$ cat src/rtl/updown_counter_bank.sv
// Bank of NCH independent up/down counters, each with its own modulo limit, parallel load,
// wrap/saturate boundary handling, a terminal-count pulse and a sticky overflow flag.
module updown_counter_bank #(
   parameter int WIDTH = 8,
   parameter int NCH   = 4,
   localparam int SELW = (NCH > 1) ? $clog2(NCH) : 1
) (
   input  logic                   clk,
   input  logic                   rst_n,
   input  logic                   clr,
   input  logic                   sat_mode,
   input  logic [NCH-1:0]         en,
   input  logic [NCH-1:0]         up,
   input  logic [SELW-1:0]        ch_sel,
   input  logic                   load,
   input  logic [WIDTH-1:0]       load_val,
   input  logic                   lim_we,
   input  logic [WIDTH-1:0]       lim_val,
   input  logic [NCH-1:0]         ovf_clr,
   output logic [NCH*WIDTH-1:0]   count,
   output logic [NCH-1:0]         tc_pulse,
   output logic [NCH-1:0]         ovf_sticky
);

   for (genvar gi = 0; gi < NCH; gi++) begin : g_ch
      logic [WIDTH-1:0] r_count;
      logic [WIDTH-1:0] r_limit;
      logic             r_tc;
      logic             r_ovf;
      logic [WIDTH-1:0] w_count_nxt;
      logic [WIDTH-1:0] w_limit_nxt;
      logic [WIDTH-1:0] w_base;
      logic [WIDTH-1:0] w_cap;
      logic             w_sel;
      logic             w_ld;
      logic             w_lw;
      logic             w_event;

      // An out-of-range ch_sel never matches any channel, so writes to it are dropped.
      assign w_sel  = (ch_sel == SELW'(gi));
      assign w_ld   = load & w_sel;
      assign w_lw   = lim_we & w_sel;
      assign w_base = w_ld ? load_val : r_count;
      assign w_cap  = w_lw ? lim_val : r_limit;

      // Compare against the boundary before stepping so the counter can never overflow.
      always_comb begin
         w_count_nxt = r_count;
         w_limit_nxt = w_lw ? lim_val : r_limit;
         w_event     = 1'b0;
         if (clr) begin
            w_count_nxt = '0;
         end else if (w_ld || w_lw) begin
            w_count_nxt = (w_base < w_cap) ? w_base : w_cap;
         end else if (en[gi]) begin
            if (up[gi]) begin
               if (r_count < r_limit) begin
                  w_count_nxt = r_count + WIDTH'(1);
               end else begin
                  w_event     = 1'b1;
                  w_count_nxt = sat_mode ? r_limit : '0;
               end
            end else begin
               if (r_count != '0) begin
                  w_count_nxt = r_count - WIDTH'(1);
               end else begin
                  w_event     = 1'b1;
                  w_count_nxt = sat_mode ? '0 : r_limit;
               end
            end
         end
      end

      always_ff @(posedge clk or negedge rst_n) begin
         if (!rst_n) begin
            r_count <= '0;
            r_limit <= '1;
            r_tc    <= 1'b0;
            r_ovf   <= 1'b0;
         end else begin
            r_count <= w_count_nxt;
            r_limit <= w_limit_nxt;
            r_tc    <= w_event;
            r_ovf   <= w_event | (r_ovf & ~ovf_clr[gi]);
         end
      end

      assign count[gi*WIDTH +: WIDTH] = r_count;
      assign tc_pulse[gi]             = r_tc;
      assign ovf_sticky[gi]           = r_ovf;
   end

endmodule
$ cat config.mk
export PLATFORM = sky130hd
export DESIGN_NAME = updown_counter_bank
export DESIGN_NICKNAME = d
export VERILOG_FILES = /design/src/rtl/updown_counter_bank.sv
export SDC_FILE = /design/constraint.sdc
export NUM_CORES = 1
export LEC_CHECK = 0
export ABC_AREA = 1
export ABC_CLOCK_PERIOD_IN_PS = 3300
export BUFFER_PORTS_ARGS = -buffer_cell sky130_fd_sc_hd__buf_4
export CAP_MARGIN = 30
export CELL_PAD_IN_SITES_DETAIL_PLACEMENT = 0
export CELL_PAD_IN_SITES_GLOBAL_PLACEMENT = 1
export CORE_MARGIN = 2
export CORE_UTILIZATION = 40
export DETAILED_ROUTE_END_ITERATION = 16
export GPL_TIMING_DRIVEN = 0
export PLACE_DENSITY = 0.75
export SYNTH_ARGS = -nofsm -noshare
export SYNTH_HDL_FRONTEND = slang
export SYNTH_SLANG_ARGS = --single-unit
$ cat constraint.sdc
create_clock -name clk -period 3.3 [get_ports clk]
set_input_delay 0.165 -clock clk [delete_from_list [all_inputs] [get_ports clk]]
set_output_delay 0.165 -clock clk [all_outputs]
set_load 0.05 [all_outputs]
==> impl_results.md, run 1 <==
- Reg-to-reg setup timing slack: 0.54 ns
- H-Tree Level Count: 3
- Final RePlAce weighted congestion: 0.853
- Worst Setup SP: ch_sel[0]
- Peak VDD IR: 0.268 mV
- FF-to-FF Start: g_ch[3].r_limit[5]
- WP data arrival: 3.07 ns
- Synth Register Bits: 72
- Syn Area/Cell: 6.27 um^2
- Layout cells sized above 1: 0.127
- Largest net degree at the start of global routing: 62
- Port-buffer cells: 70
- Post-Place Cell Area: 8640 um^2
- Layout Nets: 1424
- Clk pin slew, worst setup/hold paths: 0.06 ns
- Post-synth cell types: 37
- Hold wc startpoint: lim_val[2]
- Via count: 8260
- Pwr dens: 521 nW/um^2
- DRT Wirelength: 26200 um
- Synthesized Nets: 1336
- Total global routing overflow: 0
- Post-Syn Area: 7750 um^2
- Fin Setup TNS: 0 ns
- Area contributors post-synth: nand2_1 (19%), dfrtp_1 (13%), dfstp_2 (11%)
- Area Overhead vs Synth: 16.1%
- Clk_skew: 0.0101 ns
- Setup Viol. Count Final: 0
- Yosys synthesis warning count: 0
- Final instance area: 9000 um^2
- Fmax: 353 MHz
- Resized cells post-CTS: 0
- CP Launch Type: input pin
- Max Cap Viol: 0
- Vias/cell: 5.20
- CTS Buffer Depth: 2
- # DRC: 0
- Vias in the first global route: 7774
- Synth area leader: nand2_1
- Post-CTS Hold Buffers: 5
- GRT busiest layer: met2
- Outcome: complete, no violations
- Post-route ant nets: 0
- Leakage: 4.76 nW
- Hold Path End: g_ch[0].r_limit[2]
- Final worst path period share: 0.860
- Fin crit period: 2.84 ns
- Die area: 20500 um^2
- Critical-path maximum fanout: 10
- Gate count of the mapped netlist: 1236
- Die Wd: 143 um
- Commonest non-fill, non-tap cells in the layout: nand2_1 (383), inv_1 (179), nand3_1 (155)
- Min-Delay Path Class: input pin to flop
- Pre-antenna DRT Iters: 7
- Total core area: 18800 um^2
- Setup crit end kind: flop
- Initial antenna violation count: 0
- Worst skew pair latency: 0.35 ns
- R2R depth: 12
- HPWL Detailed: 20100 um
- # diodes: 0
- GR Util met3: 0.0406
- Met2 usage: 0.412
- Most common cell after layout, fill and taps aside: nand2_1
- Rel. slew slack: 0.354
- CTS tree: done
- Initial cell density of the core: 0.412
- Hold Violations, Final: 0
- GRT Total Usage: 0.262
- Iter 0 DRT Violations: 523
- Wire per inst: 16.5 um
- Die height: 143 um
- I/O pin count: 76
- Number of core rows: 50
- Met1 Use GR: 0.369
- Reg-to-reg endpoint: g_ch[3].r_count[2]
- Worst-margin pin slew: 0.962 ns
- CTS sink cnt: 72
- WP data required: 3.53 ns
- Root Driver: clkbuf_16
- Register area share after synthesis: 0.238
- Setup Fix Bufs, Post-CTS: 0
- Max-slew violations: 0
- Synth top area share: 0.185
- CTS Buf Count: 9
- Critical path type: input pin to flop
- RSZ-0062 raised after global routing: false
- First-pass GRT wire length: 41300 um
- Hold path depth: 3
==> stage by stage <==
step           worst slack [ns]  std cells  hold WS (ns)  power, W  utilization
2_1_floorplan             0.840       1236        -0.131   0.00295            -
3_3_place_gp              0.180       1566         0.346   0.00362        0.457
3_5_place_dp              0.200       1568        0.0381   0.00363        0.459
4_1_cts                   0.560       1589         0.103   0.00472        0.478
5_1_grt                   0.134       1589         0.123   0.00508        0.478
6_report                  0.463       1589         0.112   0.00469        0.478
==> metal layers <==
layer | vias to the layer above | routed length (um) | part of all wire
li1 | 4217 | - | -
met1 | 3766 | 12600 | 0.48
met2 | 236 | 11400 | 0.44
met3 | 41 | 1490 | 0.057
met4 | 0 | 626 | 0.024
met5 | - | 0 | 0
==> worst max path at each step <==
stage / to / slack [ns] / cells after the start
finish: g_ch[3].r_count[2] / 0.46 / 15
global route: g_ch[3].r_count[4] / 0.13 / 15
detailed placement: g_ch[3].r_count[4] / 0.20 / 15
floorplan: g_ch[0].r_count[3] / 0.84 / 15
global placement: g_ch[3].r_count[2] / 0.18 / 15
CTS: g_ch[3].r_count[4] / 0.56 / 15
==> layout make-up <==
class | instances | area (um^2)
repair buffers | 77 | 611
clock buffers | 10 | 229
well taps | 260 | 325
plain buffers | 43 | 220
flip-flops and latches | 72 | 1840
multi-input cells | 940 | 5010
inverters | 181 | 679
clock inverters | 6 | 83.8
fillers | 2065 | 9830
==> logic make-up (layout without fill, tap and decap cells) <==
family,count (synthesis),count (layout),synth area share
DFF,72,72,0.238
and+or+nand+nor,649,649,0.366
buffers and inverters,224,317,0.116
AOI/OAI and AO/OA,199,199,0.145
adders and majority gates,64,64,0.103
xor gates and xnor gates,28,28,0.0316
==> power breakdown <==
group	internal, W	switching [W]	leakage (nW)
combinational	0.000803	0.00159	3.74
clock	0.000660	0.000399	0.156
sequential	0.00106	0.000179	0.870
total	0.00252	0.00217	4.76
==> synthesized netlist by cell type <==
cell	number
o211ai_1	10
clkbuf_1	21
o21ai_0	99
dfstp_2	32
nor3_1	16
nor2_2	4
nor2_4	1
o221ai_1	5
buf_4	9
o22ai_1	1
nand3_2	4
o21a_1	3
buf_1	3
nand2_1	383
clkinv_1	1
nand2_2	5
nand3b_1	9
o21ai_1	6
inv_1	179
buf_2	8
ha_1	64
a21oi_1	52
dfrtp_1	40
nand3_4	2
buf_6	2
a31oi_1	5
inv_2	1
xor2_1	24
o21ai_2	5
xnor2_1	4
a211oi_1	5
nor2_1	51
o21bai_1	4
nand3_1	155
nand4_1	14
a211oi_2	4
nand2_4	5
==> flip-flops by register name, summed over array words and instances, names as in the netlist <==
register / flops
g_ch.r_count: 32
g_ch.r_limit: 32
g_ch.r_ovf: 4
g_ch.r_tc: 4
==> critical path: stages <==
cell and delay [ns]:
buf_4 0.12, buf_6 0.16, nand3_4 0.13, clkbuf_1 0.24
o21ai_0 0.42, inv_1 0.09, ha_1 0.32, a21oi_1 0.15
nor2_1 0.06, a211oi_2 0.55, nand2_2 0.27, nand2_1 0.11
nand3_1 0.11, nand2_1 0.12, nand2_1 0.06
Power figures use the tool's default switching activity.
==> run 2: changes to the inputs <==
- CTS_BUF_LIST: default -> sky130_fd_sc_hd__clkbuf_4
==> impl_results.md, run 2 (synthesis results as in run 1) <==
- Most common cell after layout, fill and taps aside: nand2_1 (unchanged)
- Logic gate share of total power: 0.559 (was 0.510)
- First-pass GRT wire length: 41300 um (about the same)
- Max Cap Viol: 0 (unchanged)
- Hold Violations, Final: 0 (unchanged)
- # DRC: 0 (unchanged)
- WP data arrival: 3.48 ns (was 3.07 ns)
- Setup Viol. Count Final: 0 (unchanged)
- Initial cell density of the core: 0.412 (unchanged)
- Min-Delay Path Class: input pin to flop (unchanged)
- Area Overhead vs Synth: 15.0% (was 16.1%)
- Vias in the first global route: 7770 (was 7774)
- Peak VDD IR: 0.257 mV (was 0.268 mV)
- Critical-path maximum fanout: 10 (unchanged)
- R2R depth: 12 (unchanged)
- H-Tree Level Count: 3 (unchanged)
- Total core area: 18800 um^2 (unchanged)
- Setup crit end kind: flop (unchanged)
- Worst-margin pin slew: 0.997 ns (was 0.962 ns)
- Final WS setup: 0.160 ns (was 0.463 ns)
- Port-buffer cells: 70 (unchanged)
- Die Wd: 143 um (unchanged)
- Leakage: 4.72 nW (was 4.76 nW)
- Vias/cell: 5.19 (was 5.20)
- DRT Wirelength: 26200 um (about the same)
- Switching share of power: 0.494 (was 0.462)
- Total global routing overflow: 0 (unchanged)
- Reg-to-reg setup timing slack: 0.62 ns (was 0.54 ns)
- Fin Setup TNS: 0 ns (unchanged)
- Final worst path period share: 0.952 (was 0.860)
- Iter 0 DRT Violations: 538 (was 523)
- Reg power frac: 0.287 (was 0.264)
- CTS Buf Count: 9 (unchanged)
- Number of core rows: 50 (unchanged)
- Switching power: 0.00213 W (was 0.00217 W)
- Finished Layout Cells: 1594 (was 1589)
- Layout cells sized above 1: 0.128 (was 0.127)
- Via count: 8270 (was 8260)
- Wire per inst: 16.4 um (was 16.5 um)
- Die height: 143 um (unchanged)
- CP Launch Type: input pin (unchanged)
- Placed insts: 1568 (unchanged)
- Post-route ant nets: 0 (unchanged)
- Hold path depth: 3 (unchanged)
- Clk pin slew, worst setup/hold paths: 0.11 ns (was 0.06 ns)
- Largest net degree at the start of global routing: 62 (unchanged)
- Rel. slew slack: 0.330 (was 0.354)
- Final RePlAce weighted congestion: 0.853 (unchanged)
- Critical path type: input pin to flop (unchanged)
- GRT Total Usage: 0.262 (about the same)
- Die area: 20500 um^2 (unchanged)
- Clk_skew: 0.0280 ns (was 0.0101 ns)
- Outcome: complete, no violations (unchanged)
- CTS tree: done (unchanged)
- Layout Nets: 1428 (was 1424)
- CTS Buffer Depth: 2 (unchanged)
- I/O pin count: 76 (unchanged)
- Initial antenna violation count: 1 (was 0)
- Fin crit period: 3.14 ns (was 2.84 ns)
- Clock group share of total power: 0.154 (was 0.226)
- Fmax: 318 MHz (was 353 MHz)
- Top flop regs: g_ch.r_count x32, g_ch.r_limit x32 (unchanged)
- Worst skew pair latency: 0.46 ns (was 0.35 ns)
- P_int: 0.00219 W (was 0.00252 W)
- Pre-CTS worst setup slack: 0.200 ns (unchanged)
- Fillers: 2079 (was 2065)
- Setup Fix Bufs, Post-CTS: 0 (unchanged)
- CTS sink cnt: 72 (unchanged)
- Root Driver: clkbuf_4 (was clkbuf_16)
- WP data required: 3.64 ns (was 3.53 ns)
- Pwr dens: 484 nW/um^2 (was 521 nW/um^2)
- HPWL Detailed: 20100 um (unchanged)
- Max-slew violations: 0 (unchanged)
- RSZ-0062 raised after global routing: false (unchanged)
- Commonest non-fill, non-tap cells in the layout: nand2_1 (383), inv_1 (179), nand3_1 (155) (unchanged)
- Pre-antenna DRT Iters: 6 (was 7)
[run 2: critical path: stages]
cell           delay, ns
dlygate4sd3_1       0.54
buf_6               0.16
inv_2               0.11
nand3_2             0.17
clkbuf_1            0.27
o21ai_0             0.34
inv_1               0.09
ha_1                0.32
a21oi_1             0.13
nor2_1              0.06
a211oi_2            0.56
nand2_4             0.18
nand2_1             0.10
nand3_1             0.11
nand3_1             0.11
nand2_1             0.05
[run 2: final cells by class]
| cell class | count | area (um^2) | share of cell area |
|---|---|---|---|
| diodes | 1 | 2.50 | 0.000281 |
| plain buffers | 43 | 220 | 0.0247 |
| clock buffers | 10 | 75.1 | 0.00842 |
| clock inverters | 6 | 83.8 | 0.00941 |
| inverters | 181 | 679 | 0.0762 |
| multi-input cells | 940 | 5030 | 0.565 |
| flip-flops and latches | 72 | 1840 | 0.207 |
| well taps | 260 | 325 | 0.0365 |
| repair buffers | 81 | 651 | 0.0730 |
[run 2: worst paths after layout]
check	start	to
setup / recovery	ch_sel[1]	g_ch[1].r_count[0]
hold / removal	en[3]	g_ch[3].r_tc
setup reg to reg	g_ch[3].r_limit[5]	g_ch[3].r_count[3]
hold reg to reg	g_ch[3].r_limit[0]	g_ch[3].r_limit[0]
max in group asynchronous	rst_n	g_ch[0].r_limit[0]
min in group asynchronous	rst_n	g_ch[3].r_count[4]
[run 2: timing repair]
action | in CTS | in global routing
gates resized for setup | 0 | 3
hold endpoints to repair | 53 | 0
hold buffers | 9 | 0
endpoints found under the setup margin | 0 | 16
[run 2: metal layers]
layer  up-vias  track usage  wire (um)  share of wire
met1      3796        0.370      12600           0.48
met2       227        0.415      11600           0.44
met4         0       0.0655        425          0.016
met3        30       0.0456       1520          0.058
li1       4217            -          -              -
met5         -            0          0              0
[run 2: through the flow]
stage / hold slack [ns] / util / power, W / cell area (um^2)
final: 0.0610 / 0.473 / 0.00432 / 8910
after global routing: 0.0183 / 0.473 / 0.00471 / 8910
after CTS: 0.00922 / 0.472 / 0.00433 / 8890
after detailed placement: 0.0381 / 0.459 / 0.00363 / 8640
after global placement: 0.346 / 0.457 / 0.00362 / 8600
after floorplan: -0.131 / - / 0.00295 / 7750
[run 2: power by group through the flow]
stage                     clock network (W)  registers (W)  logic (W)
final                              0.000666        0.00124    0.00241
after global routing               0.000725        0.00126    0.00273
after CTS                          0.000693        0.00124    0.00240
after detailed placement                  0        0.00125    0.00238
after global placement                    0        0.00126    0.00237
after floorplan                           0        0.00141    0.00155
